## config.mk

```make
export PLATFORM = sky130hd
export DESIGN_NAME = alu_exec_unit
export DESIGN_NICKNAME = d
export VERILOG_FILES = /design/src/rtl/alu_exec_pkg.sv /design/src/rtl/muldiv_iter.sv /design/src/rtl/alu_exec_unit.sv
export SDC_FILE = /design/constraint.sdc
export NUM_CORES = 2
export LEC_CHECK = 0
export ABC_AREA = 1
export CORE_MARGIN = 2
export CORE_UTILIZATION = 42
export CTS_CLUSTER_DIAMETER = 80
export CTS_CLUSTER_SIZE = 28
export DETAILED_ROUTE_END_ITERATION = 16
export PLACE_DENSITY_LB_ADDON = 0.05
export SETUP_SLACK_MARGIN = 0.05
export SYNTH_ARGS = -nofsm -noshare
export SYNTH_HDL_FRONTEND = slang
export SYNTH_SLANG_ARGS = --single-unit
```

## constraint.sdc

```tcl
create_clock -name clk -period 11.59 [get_ports clk]
set_clock_uncertainty 0.15 [all_clocks]
set_input_delay 2.318 -clock clk [delete_from_list [all_inputs] [get_ports clk]]
set_output_delay 2.318 -clock clk [all_outputs]
set_load 0.02 [all_outputs]
```

## src/rtl/alu_exec_pkg.sv

```systemverilog
// Shared types and decode for the EX-stage ALU: operation enum, ALUOp/func7
// encodings, FSM states and the ALUOp/func3/func7 decoder.
package alu_exec_pkg;

  typedef enum logic [4:0] {
    OP_ADD, OP_SUB, OP_SLL, OP_SLT, OP_SLTU, OP_XOR, OP_SRL, OP_SRA, OP_OR, OP_AND,
    OP_PASSB, OP_MUL, OP_MULH, OP_MULHSU, OP_MULHU, OP_DIV, OP_DIVU, OP_REM, OP_REMU,
    OP_ILLEGAL
  } alu_op_e;

  localparam logic [2:0] ALUOP_ADD   = 3'b000;
  localparam logic [2:0] ALUOP_SUB   = 3'b001;
  localparam logic [2:0] ALUOP_R     = 3'b010;
  localparam logic [2:0] ALUOP_I     = 3'b011;
  localparam logic [2:0] ALUOP_PASSB = 3'b100;

  localparam logic [6:0] F7_BASE   = 7'b0000000;
  localparam logic [6:0] F7_ALT    = 7'b0100000;
  localparam logic [6:0] F7_MULDIV = 7'b0000001;

  typedef enum logic [1:0] {IDLE, CALC, DONE} state_e;

  function automatic alu_op_e decode_op(input logic [2:0] aluop, input logic [2:0] f3,
                                        input logic [6:0] f7, input logic en_m);
    alu_op_e base_op;
    alu_op_e op;
    unique case (f3)
      3'd0:    base_op = OP_ADD;
      3'd1:    base_op = OP_SLL;
      3'd2:    base_op = OP_SLT;
      3'd3:    base_op = OP_SLTU;
      3'd4:    base_op = OP_XOR;
      3'd5:    base_op = OP_SRL;
      3'd6:    base_op = OP_OR;
      default: base_op = OP_AND;
    endcase
    op = OP_ILLEGAL;
    unique case (aluop)
      ALUOP_ADD:   op = OP_ADD;
      ALUOP_SUB:   op = OP_SUB;
      ALUOP_PASSB: op = OP_PASSB;
      ALUOP_R: begin
        if (f7 == F7_BASE) op = base_op;
        else if (f7 == F7_ALT && f3 == 3'd0) op = OP_SUB;
        else if (f7 == F7_ALT && f3 == 3'd5) op = OP_SRA;
        else if (f7 == F7_MULDIV && en_m) begin
          unique case (f3)
            3'd0:    op = OP_MUL;
            3'd1:    op = OP_MULH;
            3'd2:    op = OP_MULHSU;
            3'd3:    op = OP_MULHU;
            3'd4:    op = OP_DIV;
            3'd5:    op = OP_DIVU;
            3'd6:    op = OP_REM;
            default: op = OP_REMU;
          endcase
        end
      end
      ALUOP_I: begin
        // func7 is immediate bits here except for the shift encodings
        unique case (f3)
          3'd0:    op = OP_ADD;
          3'd1:    op = (f7 == F7_BASE) ? OP_SLL : OP_ILLEGAL;
          3'd5:    op = (f7 == F7_BASE) ? OP_SRL : (f7 == F7_ALT) ? OP_SRA : OP_ILLEGAL;
          default: op = base_op;
        endcase
      end
      default: op = OP_ILLEGAL;
    endcase
    return op;
  endfunction

  function automatic logic is_muldiv(input alu_op_e op);
    unique case (op)
      OP_MUL, OP_MULH, OP_MULHSU, OP_MULHU, OP_DIV, OP_DIVU, OP_REM, OP_REMU: return 1'b1;
      default: return 1'b0;
    endcase
  endfunction

endpackage

```

## src/rtl/muldiv_iter.sv

```systemverilog
// Iterative RV32M engine: shift-add multiply and restoring divide on operand
// magnitudes, ITER_BITS bits per cycle, sign correction applied on the output.
module muldiv_iter
  import alu_exec_pkg::*;
#(
  parameter int XLEN      = 32,
  parameter int ITER_BITS = 1
) (
  input  logic            clk,
  input  logic            rst_n,
  input  logic            start,
  input  alu_op_e         op,
  input  logic [XLEN-1:0] a,
  input  logic [XLEN-1:0] b,
  output logic            done,
  output logic [XLEN-1:0] result
);

  localparam int STEPS = XLEN / ITER_BITS;
  localparam int CW    = $clog2(STEPS + 1);

  logic [XLEN-1:0] hi, lo, m, a_orig;
  logic [CW-1:0]   cnt;
  logic            is_div, neg_a, neg_b, b_zero;
  alu_op_e         op_q;

  logic            s_is_div, s_sgn_a, s_sgn_b, s_neg_a, s_neg_b;
  logic [XLEN-1:0] s_mag_a, s_mag_b;
  logic [2*XLEN-1:0] prod, prod_fix;
  logic [XLEN-1:0] quo_fix, rem_fix;

  // hi: partial product / remainder, lo: multiplier / quotient
  function automatic logic [2*XLEN-1:0] step(input logic div, input logic [XLEN-1:0] h,
                                             input logic [XLEN-1:0] l, input logic [XLEN-1:0] mm);
    logic [XLEN:0] t;
    logic ge;
    for (int unsigned i = 0; i < ITER_BITS; i++) begin
      if (div) begin
        t  = {h, l[XLEN-1]};
        ge = (t >= {1'b0, mm});
        if (ge) t = t - {1'b0, mm};
        h = t[XLEN-1:0];
        l = {l[XLEN-2:0], ge};
      end else begin
        t = {1'b0, h} + (l[0] ? {1'b0, mm} : '0);
        h = t[XLEN:1];
        l = {t[0], l[XLEN-1:1]};
      end
    end
    return {h, l};
  endfunction

  always_comb begin
    s_is_div = op inside {OP_DIV, OP_DIVU, OP_REM, OP_REMU};
    s_sgn_a  = op inside {OP_MULH, OP_MULHSU, OP_DIV, OP_REM};
    s_sgn_b  = op inside {OP_MULH, OP_DIV, OP_REM};
    s_neg_a  = s_sgn_a & a[XLEN-1];
    s_neg_b  = s_sgn_b & b[XLEN-1];
    s_mag_a  = s_neg_a ? -a : a;
    s_mag_b  = s_neg_b ? -b : b;
  end

  // The first step is folded into the load so the last one lands on the done cycle
  always_ff @(posedge clk) begin
    if (!rst_n) begin
      cnt    <= '0;
      hi     <= '0;
      lo     <= '0;
      m      <= '0;
      a_orig <= '0;
      is_div <= 1'b0;
      neg_a  <= 1'b0;
      neg_b  <= 1'b0;
      b_zero <= 1'b0;
      op_q   <= OP_ILLEGAL;
    end else if (start) begin
      {hi, lo} <= step(s_is_div, '0, s_is_div ? s_mag_a : s_mag_b, s_is_div ? s_mag_b : s_mag_a);
      m        <= s_is_div ? s_mag_b : s_mag_a;
      cnt      <= CW'(1);
      a_orig   <= a;
      is_div   <= s_is_div;
      neg_a    <= s_neg_a;
      neg_b    <= s_neg_b;
      b_zero   <= (b == '0);
      op_q     <= op;
    end else if (cnt != '0 && cnt != CW'(STEPS)) begin
      {hi, lo} <= step(is_div, hi, lo, m);
      cnt      <= cnt + 1'b1;
    end
  end

  assign done = (cnt == CW'(STEPS));

  always_comb begin
    prod     = {hi, lo};
    prod_fix = (neg_a ^ neg_b) ? -prod : prod;
    quo_fix  = (neg_a ^ neg_b) ? -lo : lo;
    rem_fix  = neg_a ? -hi : hi;
    unique case (op_q)
      OP_MUL:                        result = prod_fix[XLEN-1:0];
      OP_MULH, OP_MULHSU, OP_MULHU:  result = prod_fix[2*XLEN-1:XLEN];
      OP_DIV:                        result = b_zero ? '1 : quo_fix;
      OP_DIVU:                       result = b_zero ? '1 : lo;
      OP_REM:                        result = b_zero ? a_orig : rem_fix;
      OP_REMU:                       result = b_zero ? a_orig : hi;
      default:                       result = '0;
    endcase
  end

endmodule

```

## src/rtl/alu_exec_unit.sv

```systemverilog
// EX-stage ALU with valid/ready handshake: decodes ALUOp/func3/func7, runs base
// ops in one cycle and hands RV32M ops to the iterative mul/div engine.
module alu_exec_unit
  import alu_exec_pkg::*;
#(
  parameter int XLEN      = 32,
  parameter int ITER_BITS = 1,
  parameter int ENABLE_M  = 1
) (
  input  logic            clk,
  input  logic            rst_n,
  input  logic            in_valid,
  output logic            in_ready,
  input  logic [2:0]      ALUOp,
  input  logic [2:0]      func3,
  input  logic [6:0]      func7,
  input  logic [XLEN-1:0] op_a,
  input  logic [XLEN-1:0] op_b,
  output logic            out_valid,
  input  logic            out_ready,
  output logic [XLEN-1:0] result,
  output logic            illegal,
  output logic            busy
);

  localparam int SHW = $clog2(XLEN);

  state_e          state;
  alu_op_e         dec;
  logic            dec_m, accept, md_done;
  logic [XLEN-1:0] base_res, md_result;
  logic [SHW-1:0]  shamt;

  assign dec       = decode_op(ALUOp, func3, func7, ENABLE_M != 0);
  assign dec_m     = is_muldiv(dec);
  assign in_ready  = (state == IDLE) | ((state == DONE) & out_ready);
  assign accept    = in_valid & in_ready;
  assign out_valid = (state == DONE);
  assign busy      = (state == CALC);
  assign shamt     = op_b[SHW-1:0];

  always_comb begin
    base_res = '0;
    unique case (dec)
      OP_ADD:   base_res = op_a + op_b;
      OP_SUB:   base_res = op_a - op_b;
      OP_SLL:   base_res = op_a << shamt;
      OP_SLT:   base_res = {{(XLEN-1){1'b0}}, ($signed(op_a) < $signed(op_b))};
      OP_SLTU:  base_res = {{(XLEN-1){1'b0}}, (op_a < op_b)};
      OP_XOR:   base_res = op_a ^ op_b;
      OP_SRL:   base_res = op_a >> shamt;
      OP_SRA:   base_res = $signed(op_a) >>> shamt;
      OP_OR:    base_res = op_a | op_b;
      OP_AND:   base_res = op_a & op_b;
      OP_PASSB: base_res = op_b;
      default:  base_res = '0;
    endcase
  end

  muldiv_iter #(
    .XLEN      (XLEN),
    .ITER_BITS (ITER_BITS)
  ) u_muldiv (
    .clk    (clk),
    .rst_n  (rst_n),
    .start  (accept & dec_m),
    .op     (dec),
    .a      (op_a),
    .b      (op_b),
    .done   (md_done),
    .result (md_result)
  );

  always_ff @(posedge clk) begin
    if (!rst_n) begin
      state   <= IDLE;
      result  <= '0;
      illegal <= 1'b0;
    end else begin
      unique case (state)
        IDLE, DONE: begin
          if (accept) begin
            if (dec_m) begin
              state <= CALC;
            end else begin
              state   <= DONE;
              result  <= base_res;
              illegal <= (dec == OP_ILLEGAL);
            end
          end else if (state == DONE && out_ready) begin
            state <= IDLE;
          end
        end
        CALC: begin
          if (md_done) begin
            state   <= DONE;
            result  <= md_result;
            illegal <= 1'b0;
          end
        end
        default: state <= IDLE;
      endcase
    end
  end

endmodule

```

==> results_dict.tcl <==
set metrics [dict create \
    numCtsBuffers 17 \
    dieArea_um2 68130 \
    cts_tree "yes" \
    root_buffer "clkbuf_16" \
    hold_class "flop to flop" \
    power_w 0.004719 \
    maxClockFrequency_mhz 137.5 \
    synthArstFlopShare 0 \
    syn-mean-instance-area_um2 5.650 \
    worstPathMaxFanout 51 \
    boundaryPins 117 \
    ant_nets 0 \
    grt_pass1_wl_um 228300 \
    finalSetupViolCount 0 \
    syn2layout_area_growth_pct 9.069 \
    worst_pin_slew_ns 1.336 \
    synth_largest_area_cell "nand2_1" \
    path_clk_slew_ns 0.07 \
    syn_area_um2 27750 \
    wirelength_um 159400 \
    first_global_vias 33640 \
    reg2reg_slack_ns 5.97 \
    fin_crit_sh 0.6276 \
    hpwlAfterDp_um 125500 \
    cts_setup_buffers 0 \
    cts_resized 0 \
    peakVddDrop_mv 0.09290 \
    rsz0062_at_grt "no" \
    ys_seq_elements 178 \
    startpoint "op_b[1]" \
    postSynthCellCount 4911 \
    nets 5138 \
    route.detailed.vias_per_inst 6.317 \
    drtIter0Drc 4220 \
    rr_worst_depth 21 \
    post-route-min-period_ns 7.274 \
    p_per_area_nw_per_um2 155.9 \
    r2r-end "result[2]" \
    worstSetupEndpoint "u_muldiv.hi[19]" \
    dieWidth_um 261.0 \
    yosysSeqAreaShare 0.1284 \
    dieHeight_um 261.0 \
    setup_tns_ns 0 \
    final_cell_mix "1056 x nand2_1, 619 x inv_1, 498 x o21ai_0, 465 x nor2_1, 460 x a21oi_1" \
    grt_usage 0.4561 \
    num_vias 36400 \
    htree_levels 4 \
    start_kind "input port" \
    initial_core_util 0.4228 \
    stdcell_area_um2 30260 \
    layout_commonest_cell "nand2_1" \
    n_fill_cell 7423 \
    finalHoldViolations 0 \
    core.rowCount 94 \
    core_area_um2 65630 \
    dp_slack_ns 3.990 \
    crit_arrival_ns 7.58 \
    port_buffers 116 \
    criticalPathCategory "input port to flop" \
    antenna_found_initial 1 \
    synth_nets 5165 \
    drive_above_1_share 0.05086 \
    synth_top_area_frac 0.1430 \
    synthFlopType "dfxtp_1" \
    yosys_warnings 0 \
    ys_top_cells_by_area "nand2_1 14%, dfxtp_1 13%, o21ai_0 9.0%" \
    clk-insertion-delay-late_ns 0.51 \
    drv_cap 0 \
    cp.required_ns 11.89 \
    wl_per_cell_um 27.67 \
    synth_enable_flop_cells 0 \
    status "complete, no violations" \
    rr_startpoint "u_muldiv.lo[1]" \
    grt_max_degree 64 \
    ys_types 65 \
    report.final.slew_viol_count 0 \
    overflow 0 \
    endpoint_kind "flop" \
    hold_buffers 0 \
    drc 0 \
    cts.sinks 178 \
    drtPass1Iterations 6 \
    power.leakage_nw 13.80 \
    clock_path_buffers 2 \
    max_slew_margin 0.09790 \
    whs_ns 0.3102 \
    setup_ws_ns 4.316 \
    place_area_um2 29640 \
    place_congestion 1.097 \
]
[cell usage after synthesis, types with 27 or more instances]
library cell and count:
nand2_1 1057, nor4_1 37, a31oi_1 33, a21oi_1 460
dfxtp_1 178, nand4_1 58, nor3_1 65, clkbuf_1 213
xor2_1 108, o211ai_1 58, a211oi_1 27, nand3_1 324
o22ai_1 92, o21ai_0 498, o221ai_1 58, inv_1 621
ha_1 169, nor2_1 469
[worst min-delay path by stage]
stage | from | end | slack (ns) | cells past startpoint
after global placement | u_muldiv.a_orig[3] | u_muldiv.a_orig[3] | 0.29 | 2
after global routing | u_muldiv.a_orig[25] | u_muldiv.a_orig[25] | 0.33 | 2
after detailed placement | u_muldiv.a_orig[25] | u_muldiv.a_orig[25] | 0.29 | 2
final | u_muldiv.a_orig[25] | u_muldiv.a_orig[25] | 0.31 | 2
after CTS | u_muldiv.a_orig[25] | u_muldiv.a_orig[25] | 0.31 | 2
after floorplan | u_muldiv.a_orig[6] | u_muldiv.a_orig[6] | 0.27 | 2
[per-stage QoR]
stage / instances / utilization
after floorplan: 4911 / -
after global placement: 5729 / 0.4517
after detailed placement: 5729 / 0.4517
after CTS: 5760 / 0.4610
after global routing: 5760 / 0.4610
final: 5762 / 0.4611
[flip-flops by register name, summed over array words and instances, names as in the netlist]
name             cells
state                2
u_muldiv.b_zero      1
u_muldiv.cnt         6
u_muldiv.a_orig     32
u_muldiv.neg_b       1
illegal              1
u_muldiv.neg_a       1
u_muldiv.op_q        5
u_muldiv.m          32
u_muldiv.hi         32
result              32
u_muldiv.is_div      1
u_muldiv.lo         32
[report_power, final]
group          switching, W  total, W  internal [W]
clock network      0.000308  0.000657      0.000348
registers          0.000266   0.00102      0.000750
logic               0.00214   0.00305      0.000910
total               0.00271   0.00472       0.00201
[layout make-up]
class                      instances  area [um^2]  share of cell area
clock inverter                    13        173.9            0.005747
timing repair buffer             204         1797             0.05937
multi-input combinational       3828        20740              0.6854
sequential                       178         3566              0.1178
clock buffer                      18        439.2             0.01451
tap                              864         1081             0.03572
inverter                         655         2460             0.08129
antenna                            2        5.005           0.0001654
[worst max-delay path, stage by stage]
cell and delay (ns):
buf_2 0.09, buf_4 0.27, nor2_1 0.76, nand3_1 0.48, nor3_2 0.38, nand3_1 0.21, nor2_1 0.19, nand4_1 0.10
a21oi_1 0.63, nand2_1 0.09, o21ai_0 0.10, inv_1 0.06, ha_1 0.17, inv_1 0.07, ha_1 0.21, nand4_2 0.19
a21oi_1 0.18, and2_1 0.17, nand2_2 0.08, nor2_4 0.43, nand2_1 0.15, nand3b_1 0.11, nand2_1 0.05, inv_1 0.04
[per-layer routing]
layer	up-vias	part of all wire	track usage
met2	2228	0.43	0.7120
met1	16890	0.37	0.5303
li1	16620	-	-
met4	0	0.11	0.4198
met3	660	0.093	0.08401
met5	-	0	0
[kinds of logic (layout without fill, tap and decap cells)]
group,count (synthesis),count (layout),share of synthesized area
multiplexers,6,6,0.002165
XOR/XNOR,133,133,0.04198
AO/OA/AOI/OAI,1400,1400,0.2929
buffers and inverters,905,890,0.1255
AND/OR/NAND/NOR,2116,2116,0.3298
flip-flops,178,178,0.1284
other,0,2,0
adder cells (fa/ha/maj),173,173,0.07910
(Power assumes the default switching activity.)
